--- config.mk ---
export PLATFORM = sky130hd
export DESIGN_NAME = inp_debounce
export DESIGN_NICKNAME = d
export VERILOG_FILES = /design/src/rtl/inp_debounce.sv
export SDC_FILE = /design/constraint.sdc
export NUM_CORES = 1
export LEC_CHECK = 0
export BUFFER_PORTS_ARGS = -buffer_cell sky130_fd_sc_hd__buf_4
export CORE_MARGIN = 3
export CORE_UTILIZATION = 45
export CTS_BUF_LIST = sky130_fd_sc_hd__clkbuf_8
export DETAILED_ROUTE_END_ITERATION = 7
export SYNTH_ARGS = -nofsm -noshare
export SYNTH_HDL_FRONTEND = slang
export SYNTH_SLANG_ARGS = --single-unit
--- constraint.sdc ---
create_clock -name clock -period 4.15 [get_ports clock]
set_input_delay 0.415 -clock clock [delete_from_list [all_inputs] [get_ports clock]]
set_output_delay 0.415 -clock clock [all_outputs]
set_load 0.005 [all_outputs]
--- src/rtl/inp_debounce.sv ---
// Switch-vector conditioner: a two-flop synchroniser, then a whole-vector debounce,
// then a change pulse and a pending/ack/overrun handshake toward the processor.
module inp_debounce #(
    parameter int WIDTH           = 16,
    parameter int DEBOUNCE_CYCLES = 50000,
    parameter int CNT_W           = 16
) (
    input  logic             clock,
    input  logic             n_reset,
    input  logic [WIDTH-1:0] inp,
    input  logic             inp_ack,
    output logic [WIDTH-1:0] inpval,
    output logic             inp_changed,
    output logic             inp_pending,
    output logic             inp_overrun
);

    localparam logic [CNT_W-1:0] CNT_MAX = CNT_W'(DEBOUNCE_CYCLES - 1);

    logic [WIDTH-1:0] sync1_q, sync2_q;
    logic [WIDTH-1:0] prev_q, prev_d;
    logic [WIDTH-1:0] inpval_q, inpval_d;
    logic [CNT_W-1:0] cnt_q, cnt_d;
    logic             changed_q;
    logic             pending_q, pending_d;
    logic             overrun_q, overrun_d;
    logic             accept;

    // NOTE: every combinational output gets a default first, so no path can infer a latch.
    always_comb begin
        prev_d   = prev_q;
        cnt_d    = cnt_q;
        inpval_d = inpval_q;
        accept   = 1'b0;
        if (sync2_q != prev_q) begin
            prev_d = sync2_q;
            cnt_d  = '0;
        end else if (cnt_q != CNT_MAX) begin
            cnt_d = cnt_q + CNT_W'(1);
        end else if (prev_q != inpval_q) begin
            accept   = 1'b1;
            inpval_d = prev_q;
        end
    end

    // An ack in the accept cycle consumes the old event; the new one becomes pending.
    always_comb begin
        pending_d = pending_q;
        overrun_d = overrun_q;
        if (accept) begin
            pending_d = 1'b1;
            if (inp_ack) begin
                overrun_d = 1'b0;
            end else if (pending_q) begin
                overrun_d = 1'b1;
            end
        end else if (inp_ack) begin
            pending_d = 1'b0;
            overrun_d = 1'b0;
        end
    end

    // NOTE: state registers use non-blocking assignments so all of them sample pre-edge values.
    always_ff @(posedge clock) begin
        if (!n_reset) begin
            sync1_q   <= '0;
            sync2_q   <= '0;
            prev_q    <= '0;
            cnt_q     <= '0;
            inpval_q  <= '0;
            changed_q <= 1'b0;
            pending_q <= 1'b0;
            overrun_q <= 1'b0;
        end else begin
            sync1_q   <= inp;
            sync2_q   <= sync1_q;
            prev_q    <= prev_d;
            cnt_q     <= cnt_d;
            inpval_q  <= inpval_d;
            changed_q <= accept;
            pending_q <= pending_d;
            overrun_q <= overrun_d;
        end
    end

    assign inpval      = inpval_q;
    assign inp_changed = changed_q;
    assign inp_pending = pending_q;
    assign inp_overrun = overrun_q;

endmodule

==> impl_metrics.tcl <==
set metrics [dict create \
    netlist_area_um2 3130 \
    rrSetupSlack_ns 1.82 \
    maxSlewHeadroom 0.305 \
    grt.total_usage 0.147 \
    clock_path_buffers 2 \
    holdWs_ns 0.278 \
    clk-insertion-delay-late_ns 0.34 \
    finalSetupViolCount 0 \
    seq_area_frac_synth 0.530 \
    crit_end "inpval[8]" \
    cpMaxStageDelayCell "nor3_4" \
    postCtsHoldBufs 0 \
    core_area_um2 6530 \
    rr_startpoint "prev_q[7]" \
    syn_nets 326 \
    dp_hpwl_um 3590 \
    initial_core_util 0.480 \
    diodes 0 \
    path_max_fanout 18 \
    num_rows 29 \
    final_cell_mix "dfxtp_1 (83), and2_1 (48), nand2_1 (38), buf_4 (37), xor2_1 (23)" \
    grt_pass1_vias 1820 \
    viasPerCell 4.63 \
    p_leak_nw 1.46 \
    slew_viol_final 0 \
    pin_count 38 \
    syn_area_per_cell_um2 10.2 \
    grt_pass1_wl_um 8890 \
    vdd_ir_drop_max_mv 0.223 \
    fin_crit_ns 2.33 \
    drc 0 \
    fp.dieW_um 89.4 \
    rsz0062_at_grt "false" \
    grt_max_degree 85 \
    wl_um 5290 \
    worst_pin_slew_ns 1.04 \
    yosysTopAreaCell "dfxtp_1" \
    cp_num_buf_inv 0 \
    cts-buffers-inserted 9 \
    firstDrtPassIters 6 \
    skew_ns 0.00622 \
    place_congestion 0.723 \
    clkSlewWorstSetupHoldPaths_ns 0.08 \
    layout_commonest_cell "dfxtp_1" \
    setup_tns_ns 0 \
    antenna_found_initial 0 \
    crit_required_ns 4.42 \
    root_buffer "clkbuf_8" \
    wl_per_cell_um 12.5 \
    cp.depth 5 \
    die_y_um 89.4 \
    die_area_um2 8000 \
    area_growth_pct 16.7 \
    power_density_nw_per_um2 417 \
    num_vias 1959 \
    drive_above_1_share 0.171 \
    fmax_ghz 0.430 \
    cts_tree "done" \
    r2r_end "inpval[8]" \
    yosysWarnings 0 \
    cap_viol_max_count 0 \
    crit_family "simple AND/OR/NAND/NOR gates" \
    synth-seq-cells 83 \
    outcome "finished, final reports clean" \
    slowest_delay_ns 0.85 \
    postCtsSetupRepairBufs 0 \
    clkSinkCount 83 \
    hold_path.class "in2reg" \
    fin_nets 361 \
    period_share 0.561 \
    critPathKind "reg2reg" \
    cp-start-kind "flop" \
    path_cells "xor2_1 -> nor4_1 -> nand4_1 -> nor3_4 -> mux2i_1" \
    netlist-cell-type-count 30 \
    crit_start "prev_q[7]" \
    synth_top_area_frac 0.530 \
    netlist_instances 306 \
    grt-ovfl-total 0 \
    cp.arrival_ns 2.60 \
    placedCellCount 407 \
    cts-resized-gates 0 \
    port_buffers 37 \
    cts.htree.levels 3 \
    ant_nets 0 \
    cp-end-kind "flop" \
    reg2regPathDepth 5 \
    final_hold_viol_count 0 \
    fillCellCount 617 \
    drt_iter0_drc 57 \
    instances_no_fill 423 \
    synth.top_cells.by_area "dfxtp_1 (53%), and2_1 (9.6%), xor2_1 (6.4%)" \
]
[synthesized netlist by cell type]
| master | instances |
|---|---|
| nor4_2 | 1 |
| o21a_1 | 1 |
| nor2b_1 | 1 |
| mux2i_1 | 17 |
| dfxtp_1 | 83 |
| nor3_2 | 1 |
| buf_8 | 1 |
| and4bb_2 | 1 |
| a32o_1 | 1 |
| a21oi_1 | 1 |
| buf_6 | 3 |
| nor4_1 | 5 |
| nor2_1 | 18 |
| nand4_4 | 1 |
| and2_1 | 48 |
| nand4_1 | 8 |
| xnor2_1 | 22 |
| clkbuf_1 | 9 |
| and4b_1 | 1 |
| nand3_1 | 8 |
| nor4_4 | 1 |
| inv_1 | 3 |
| or2_1 | 1 |
| o21ai_0 | 1 |
| nor3_1 | 2 |
| nand2_1 | 38 |
| and3_1 | 3 |
| nor2_2 | 2 |
| ha_1 | 1 |
| xor2_1 | 23 |
[through the flow]
stage	util	worst slack [ns]	total power, mW	instance area (um2)
after global routing	0.560	1.58	1.59	3660
after floorplan	-	2.45	0.883	3130
after global placement	0.525	1.81	0.904	3430
after CTS	0.560	1.79	1.55	3660
after detailed placement	0.525	1.83	0.904	3430
final	0.560	1.82	1.52	3660
[how the worst min path moves through the flow]
stage,startpoint,endpoint,slack [ns],cells after the start
after floorplan,sync1_q[0],sync2_q[0],0.41,1
after global placement,sync1_q[7],sync2_q[7],0.42,1
after detailed placement,sync1_q[14],sync2_q[14],0.42,1
after CTS,inp[12],sync1_q[12],0.25,2
after global routing,inp[5],sync1_q[5],0.26,2
final,inp[12],sync1_q[12],0.28,2
[routing by layer]
| layer | part of all wire | GRT usage | vias up |
|---|---|---|---|
| met1 | 0.56 | 0.222 | 857 |
| li1 | - | - | 1061 |
| met5 | 0 | 0 | - |
| met3 | 0.042 | 0.0378 | 7 |
| met2 | 0.39 | 0.188 | 34 |
| met4 | 0.015 | 0.0731 | 0 |
[final cells by class]
class / instances / area, um2 / share of cell area
clock buffer: 10 / 138 / 0.0376
inverter: 3 / 11.3 / 0.00308
sequential: 83 / 1660 / 0.454
clock inverter: 6 / 88.8 / 0.0243
timing repair buffer: 37 / 278 / 0.0759
tap: 77 / 96.3 / 0.0263
multi-input combinational: 207 / 1380 / 0.378
[power breakdown]
group          internal, mW  switching [mW]
registers             0.815          0.0110
clock network         0.356           0.284
logic                0.0313          0.0271
[sequential cells by signal (all words and copies together) (netlist names)]
register,cells
cnt_q,16
inpval,16
prev_q,16
sync1_q,16
sync2_q,16
inp_changed,1
inp_overrun,1
inp_pending,1
[logic make-up after synthesis]
| kind of cell | after synthesis | synth area share |
|---|---|---|
| buffers and inverters | 16 | 0.0299 |
| adder cells (fa/ha/maj) | 1 | 0.00399 |
| multiplexers | 17 | 0.0543 |
| XOR/XNOR | 45 | 0.126 |
| AO/OA/AOI/OAI | 4 | 0.00878 |
| AND/OR/NAND/NOR | 140 | 0.247 |
| flip-flops | 83 | 0.530 |
Note: power is estimated with default switching activity, not from simulation.
